**src/rtl/regbank_pkg.sv**
```systemverilog
`default_nettype none
// ============================================================================
// Module   : regbank_pkg
// Purpose  : Shared constants, types and helpers for the 8x64 register bank.
//            Holds the bank geometry, the write-enable classification type and
//            the decoder-order address-to-index mapping.
// Ports    : none (package)
// Revision : 1.0  initial release
// ============================================================================
package regbank_pkg;

    localparam int NUM_REGS     = 8;
    localparam int REG_WIDTH    = 64;
    localparam int ZERO_REG_IDX = 7;
    localparam int ADDR_W       = 3;

    // Classification of the incoming write-enable vector.
    typedef enum logic [1:0] {
        WE_NONE   = 2'd0,
        WE_SINGLE = 2'd1,
        WE_MULTI  = 2'd2
    } we_kind_t;

    // The upstream 3-to-8 decoder treats address bit 0 as the MSB of the
    // register index, so the index is the bit-reversed address.
    function automatic logic [ADDR_W-1:0] addr_to_idx(input logic [ADDR_W-1:0] addr);
        return {addr[0], addr[1], addr[2]};
    endfunction

endpackage : regbank_pkg
`default_nettype wire

```
**src/rtl/register_bank_8x64_register_en.sv**
```systemverilog
`default_nettype none
// ============================================================================
// Module   : register_en
// Purpose  : WIDTH-bit storage register with load enable and asynchronous
//            active-high reset.
// Ports    : clk   - clock, rising edge
//            reset - asynchronous active-high clear
//            en    - load enable
//            d     - data in
//            q     - registered data out
// Revision : 1.0  initial release
// ============================================================================
module register_en #(
    parameter int WIDTH = 64
) (
    input  logic             clk,
    input  logic             reset,
    input  logic             en,
    input  logic [WIDTH-1:0] d,
    output logic [WIDTH-1:0] q
);

    logic [WIDTH-1:0] r_q;

    always_ff @(posedge clk or posedge reset) begin
        if (reset) begin
            r_q <= '0;
        end else if (en) begin
            r_q <= d;
        end
    end

    assign q = r_q;

endmodule : register_en
`default_nettype wire

```
**src/rtl/register_bank_8x64.sv**
```systemverilog
`default_nettype none
// ============================================================================
// Module   : register_bank_8x64
// Purpose  : Eight-entry register bank fed by a one-hot write-enable vector,
//            with two combinational read ports, an optional hardwired zero
//            register (index 7), optional write-to-read bypass and a sticky
//            flag for illegal multi-hot write enables.
// Ports    : clk           - clock, rising edge
//            reset         - asynchronous active-high clear of all state
//            wr_en[7:0]    - one-hot write enable, bit i selects register i
//            wr_data       - write data
//            rd_addr_a/b   - read addresses (decoder bit order)
//            err_clr       - synchronous clear of err_multi_hot
//            rd_data_a/b   - read data
//            err_multi_hot - sticky multi-hot write-enable indicator
// Revision : 1.0  initial release
// ============================================================================
module register_bank_8x64
    import regbank_pkg::*;
#(
    parameter int WIDTH       = REG_WIDTH,
    parameter int ZERO_REG_EN = 1,
    parameter int BYPASS_EN   = 0
) (
    input  logic                clk,
    input  logic                reset,
    input  logic [NUM_REGS-1:0] wr_en,
    input  logic [WIDTH-1:0]    wr_data,
    input  logic [ADDR_W-1:0]   rd_addr_a,
    input  logic [ADDR_W-1:0]   rd_addr_b,
    input  logic                err_clr,
    output logic [WIDTH-1:0]    rd_data_a,
    output logic [WIDTH-1:0]    rd_data_b,
    output logic                err_multi_hot
);

    localparam logic [ADDR_W-1:0] c_zero_idx = ADDR_W'(ZERO_REG_IDX);
    localparam logic              c_zero_en  = (ZERO_REG_EN != 0);

    // ------------------------------------------------------------------
    // Write-enable classification: none / exactly one / two or more.
    // Clearing the lowest set bit leaves zero only for a single-hot vector.
    // ------------------------------------------------------------------
    logic     w_any;
    logic     w_at_most_one;
    we_kind_t w_we_kind;
    logic     w_single;
    logic     w_multi;

    assign w_any         = |wr_en;
    assign w_at_most_one = ((wr_en & (wr_en - NUM_REGS'(1))) == '0);

    always_comb begin
        w_we_kind = WE_NONE;
        if (w_any) begin
            w_we_kind = w_at_most_one ? WE_SINGLE : WE_MULTI;
        end
    end

    assign w_single = (w_we_kind == WE_SINGLE);
    assign w_multi  = (w_we_kind == WE_MULTI);

    // ------------------------------------------------------------------
    // Storage: eight enabled registers; the zero register is a constant.
    // A multi-hot vector enables nothing, so the whole write is dropped.
    // ------------------------------------------------------------------
    logic [WIDTH-1:0] w_regs [NUM_REGS];

    generate
        for (genvar gi = 0; gi < NUM_REGS; gi++) begin : g_regs
            if (c_zero_en && (gi == ZERO_REG_IDX)) begin : g_zero
                assign w_regs[gi] = '0;
            end else begin : g_store
                register_en #(
                    .WIDTH (WIDTH)
                ) u_reg (
                    .clk   (clk),
                    .reset (reset),
                    .en    (w_single & wr_en[gi]),
                    .d     (wr_data),
                    .q     (w_regs[gi])
                );
            end
        end
    endgenerate

    // ------------------------------------------------------------------
    // Sticky error flag: multi-hot set beats clear beats hold.
    // ------------------------------------------------------------------
    logic r_err;

    always_ff @(posedge clk or posedge reset) begin
        if (reset) begin
            r_err <= 1'b0;
        end else if (w_multi) begin
            r_err <= 1'b1;
        end else if (err_clr) begin
            r_err <= 1'b0;
        end
    end

    assign err_multi_hot = r_err;

    // ------------------------------------------------------------------
    // Read multiplexers (addresses mapped through the decoder bit order).
    // ------------------------------------------------------------------
    logic [ADDR_W-1:0] w_idx_a;
    logic [ADDR_W-1:0] w_idx_b;
    logic [WIDTH-1:0]  w_mux_a;
    logic [WIDTH-1:0]  w_mux_b;

    assign w_idx_a = addr_to_idx(rd_addr_a);
    assign w_idx_b = addr_to_idx(rd_addr_b);
    assign w_mux_a = w_regs[w_idx_a];
    assign w_mux_b = w_regs[w_idx_b];

    // ------------------------------------------------------------------
    // Optional bypass: forward wr_data only when the write will really
    // land, i.e. single-hot, not into the zero register, not in reset.
    // ------------------------------------------------------------------
    generate
        if (BYPASS_EN != 0) begin : g_bypass
            logic [ADDR_W-1:0] w_wr_idx;
            logic              w_fwd_ok;
            logic              w_hit_a;
            logic              w_hit_b;

            always_comb begin
                w_wr_idx = '0;
                for (int i = 0; i < NUM_REGS; i++) begin
                    if (wr_en[i]) begin
                        w_wr_idx = w_wr_idx | ADDR_W'(i);
                    end
                end
            end

            assign w_fwd_ok = w_single && !reset &&
                              !(c_zero_en && (w_wr_idx == c_zero_idx));
            assign w_hit_a  = w_fwd_ok && (w_wr_idx == w_idx_a);
            assign w_hit_b  = w_fwd_ok && (w_wr_idx == w_idx_b);

            assign rd_data_a = w_hit_a ? wr_data : w_mux_a;
            assign rd_data_b = w_hit_b ? wr_data : w_mux_b;
        end else begin : g_no_bypass
            assign rd_data_a = w_mux_a;
            assign rd_data_b = w_mux_b;
        end
    endgenerate

endmodule : register_bank_8x64
`default_nettype wire

```
**config.mk**
```make
export PLATFORM = sky130hd
export DESIGN_NAME = register_bank_8x64
export DESIGN_NICKNAME = d
export VERILOG_FILES = /design/src/rtl/regbank_pkg.sv /design/src/rtl/register_bank_8x64_register_en.sv /design/src/rtl/register_bank_8x64.sv
export SDC_FILE = /design/constraint.sdc
export NUM_CORES = 1
export LEC_CHECK = 0
export CAP_MARGIN = 20
export CORE_MARGIN = 4
export CORE_UTILIZATION = 59
export DETAILED_ROUTE_END_ITERATION = 12
export PLACE_DENSITY = 0.81
export SLEW_MARGIN = 20
export SYNTH_ARGS = -nofsm -noshare
export SYNTH_HDL_FRONTEND = slang
export SYNTH_SLANG_ARGS = --single-unit
```
**constraint.sdc**
```tcl
create_clock -name clk -period 18.7 [get_ports clk]
set_input_delay 3.74 -clock clk [delete_from_list [all_inputs] [get_ports clk]]
set_output_delay 3.74 -clock clk [all_outputs]
set_load 0.1 [all_outputs]
```
==> results.md <==
Outcome:
- The flow ran to the end, and the final reports show no timing, DRC or antenna violations.

Clock tree:
- Clock-pin slew was measured on the worst setup and hold paths at 0.06 ns.
- The CTS tree is built.
- The clock latency on the worst-skew pair is 0.56 ns.
- The post-CTS repair timing setup buffer count is 0.
- The root buffer cell chosen for the clock tree is clkbuf_16.
- Clock tree synthesis found a total of 449 sinks.
- The number of hold buffers added after CTS was 0.
- The clock buffer count from CTS is 48.
- In this run the number of H-tree levels came out at 2.
- The clock passes through at most 3 buffers.
- In this run, post-CTS repair resized a total of 0 instances.

Yosys:
- The dominant cell type by area after synthesis is dfrtp_1.
- Sorting the synthesized cells by area gives the leading types as dfrtp_1 (47%), mux2_2 (14%), mux2_1 (12%), mux4_2 (12%), mux2i_1 (5.4%).
- In the post-synthesis netlist, the cell with the most instances is dfrtp_1.
- The synthesized area divided by synthesized cell count is 13.7 um^2.
- The proportion of synthesized flip-flops having asynchronous set or reset is 100%.
- The mapped netlist covers 0.0237 mm^2.
- The share of synthesized area in the top cell type comes to 47.5%.
- The most frequently used flop master after synthesis is dfrtp_1.
- Yosys mapped a number of flops with a built-in enable equal to 0.
- The net count after synthesis is 1812.
- The synthesized instance count is 1731.
- The synthesized flop and latch total is 449.
- The distinct cell type count of the synthesized netlist is 23.
- Counting instances in the post-synthesis netlist gives the leading cell types as dfrtp_1 (449), mux2_2 (285), mux2_1 (257).
- The sequential share of the synthesized area is 47.5%.
- The count of warnings emitted by yosys is 0.

Global routing:
- After global routing the overflow that remains totals 0.
- The number of antenna violations at the first check in global routing is 8.
- The first global-routing pass estimated 94800 um of wire.
- The global-route usage over all layers is 27.4%.
- The via count of the first global-routing pass came to 16800.
- Entering global routing, the biggest net connects 178 pins.

Worst setup path:
- The worst setup path is captured at an output port.
- In this run the worst path has a maximum fanout of 52.
- In this run the critical register-to-register path is captured at g_regs[5].g_store.u_reg.q[12].
- Data on the critical path is required at its endpoint by 14.96 ns.
- The register-to-register path setup slack is 17.84 ns.
- The worst endpoint data arrival time is 7.53 ns.
- The count of cells along the worst register-to-register path is 1.
- STA classifies the critical path startpoint as a primary input.
- The startpoint identified for the worst register-to-register timing path is g_regs[5].g_store.u_reg.q[12].
- The critical path is of the primary input to output port type.

Timing:
- Static timing analysis puts the maximum clock frequency at 88.8 MHz.
- Setup violations remaining at the end of the flow were counted as 0.
- Hold timing on the final database bottoms out at a slack of 0.506 ns.
- The time the final worst path needs with I/O delays and setup is 11.27 ns.
- Once routing completed, OpenROAD measured the worst setup slack at 7.43 ns.
- Across the routed clock network, the largest skew measured is 0 ns.
- The number of hold-slack violations in the final timing report is 0.
- The number of pins exceeding their max-slew limit in the final report is 0.
- Setup repair after global routing left no endpoint under its margin.
- The ratio of final minimum period to clock period is 60.2%.
- The transition time at the pin with the least slew margin is 1.16 ns.
- In the final timing run, aggregate negative setup slack is 0 ns.
- Measured against its own limit, the worst slew margin works out to 22.5%.

Place:
- Timing analysis after detailed placement gives a worst setup slack of 7.40 ns.
- The weighted congestion at the end of routability-driven global placement is 0.782.
- Buffers placed on the I/O ports in this run total 209.
- The total placed instance area is 0.0261 mm^2.
- Detailed placement ended at an HPWL of 34100 um.

Power and ir drop:
- The power density over the cells is 117 mW/mm^2.
- The leakage power summed over all cells is 12.5 nW.
- The largest voltage drop on the vdd net is 91.0 uV.

Route:
- After detailed routing, the number of vias per cell comes to 6.36.
- The detailed-router iteration count before antenna repair is 5.
- Across all layers, the routed design uses 15600 vias.
- The residual DRC count is 0.
- The total length of routed wires is 59500 um.
- Once detail routing completed, the nets flagged for antenna violations numbered 0.
- In this run, the number of DRC markers left after iteration 0 of detailed routing was 1136.
- After detailed routing, the average wire length per cell comes to 24.3 um.

Cells and area:
- At the end of the flow, the number of nets in the layout was 1967.
- The relative area change from synthesis to final layout is 17.1%.
- For this run, the share of the core covered by cells in the final layout is 69.7%.
- The finished cells cover 0.0277 mm^2.
- After filler insertion, the fill cell instance count of the layout stands at 2732.
- Across the whole layout, storage elements account for 0.0112 mm^2.
- Summing all multi-input logic gate instances after layout gives 0.0119 mm^2.
- Cells with a size suffix above 1 make up 27.5% of the layout.

Floorplanning:
- Pin placement for this block handled 210 I/O pins.
- The chip height is 208 um.
- The initial utilization of the core area, before any placement, comes to 59.6%.
- In this run the horizontal extent of the chip is 208 um.
- The die outline area is 0.0434 mm^2.
- After floorplanning, the core was divided into 73 placement rows.
- After floorplanning, the core was sized to cover 0.0397 mm^2.

Min path:
- The launch point of the worst hold path is g_regs[2].g_store.u_reg.q[39].
- For hold timing, the worst endpoint is g_regs[2].g_store.u_reg.q[39].
- The class of the tightest hold or removal check is flop to flop.
- Counting instances, the worst hold path has a depth of 1.

Job:
- The number of max-cap violations is 0.
[layout by cell type, fill, tap and decap left out, types with 4 or more instances in the layout]
cell,n
nand2_1,96
a21oi_1,68
clkbuf_8,11
nor2_1,71
clkdlybuf4s50_1,203
clkbuf_1,13
mux2i_1,128
nand4b_1,4
o21ai_0,95
clkbuf_16,49
mux2_1,257
mux2_2,285
o21ai_4,4
dfrtp_1,449
buf_6,6
buf_4,26
mux4_2,128
clkinv_2,8
[per-layer routing]
metal | wire [um] | track usage [%] | part of all wire (%) | vias up
met4 | 1410 | 7.88 | 2.4 | 6
met1 | 25000 | 37.6 | 42 | 8193
met3 | 3750 | 4.55 | 6.3 | 108
met5 | 37 | 0 | 0.062 | -
li1 | - | - | - | 6756
met2 | 29200 | 45.7 | 49 | 508
[how the worst max path moves through the flow]
stage | from | endpoint | slack, ns | depth (start not counted)
detailed placement | rd_addr_a[2] | rd_data_a[15] | 7.40 | 6
global placement | rd_addr_a[2] | rd_data_a[61] | 7.42 | 7
floorplan | reset | err_multi_hot | 2.45 | 1
finish | rd_addr_a[2] | rd_data_a[61] | 7.43 | 7
global route | rd_addr_a[2] | rd_data_a[61] | 7.21 | 7
CTS | rd_addr_a[2] | rd_data_a[61] | 7.40 | 7
[critical path: stages]
cell	delay (ns)
buf_6	0.35
buf_4	0.63
buf_4	0.81
mux4_2	0.38
nor2_1	0.05
a21oi_1	0.28
clkdlybuf4s50_1	1.20
[power breakdown]
part           internal [mW]  switching (mW)  leakage [nW]
logic                  0.375           0.638          5.88
registers               1.16           0.135          5.87
clock network          0.551           0.387         0.767
total                   2.09            1.16          12.5
[state kept, by name (all words and copies together), names as in the netlist]
register and count:
g_regs.g_store.u_reg.q 448, err_multi_hot 1
[area by class of cell]
| class | instances | area share (%) |
|---|---|---|
| clock buffers | 73 | 5.15 |
| diodes | 2 | 0.0181 |
| well taps | 525 | 2.37 |
| clock inverters | 12 | 0.425 |
| multi-input cells | 1148 | 43.1 |
| flip-flops and latches | 449 | 40.6 |
| repair buffers | 237 | 8.37 |
| inverters | 2 | 0.0542 |
[cells by family (layout without fill, tap and decap cells)]
family / count (synthesis) / after routing / share of synthesized area (%)
AOI/OAI and AO/OA: 172 / 172 / 3.77
buffers and inverters: 134 / 324 / 2.34
DFF: 449 / 449 / 47.5
muxes: 798 / 798 / 43.4
other: 0 / 2 / 0
and+or+nand+nor: 178 / 178 / 3.03
[metrics by stage]
stage | cells | power (mW)
floorplan | 1731 | 2.07
global placement | 2360 | 2.29
detailed placement | 2360 | 2.32
CTS | 2445 | 3.27
global route | 2448 | 3.38
finish | 2448 | 3.25
Note: power is estimated with default switching activity, not from simulation.
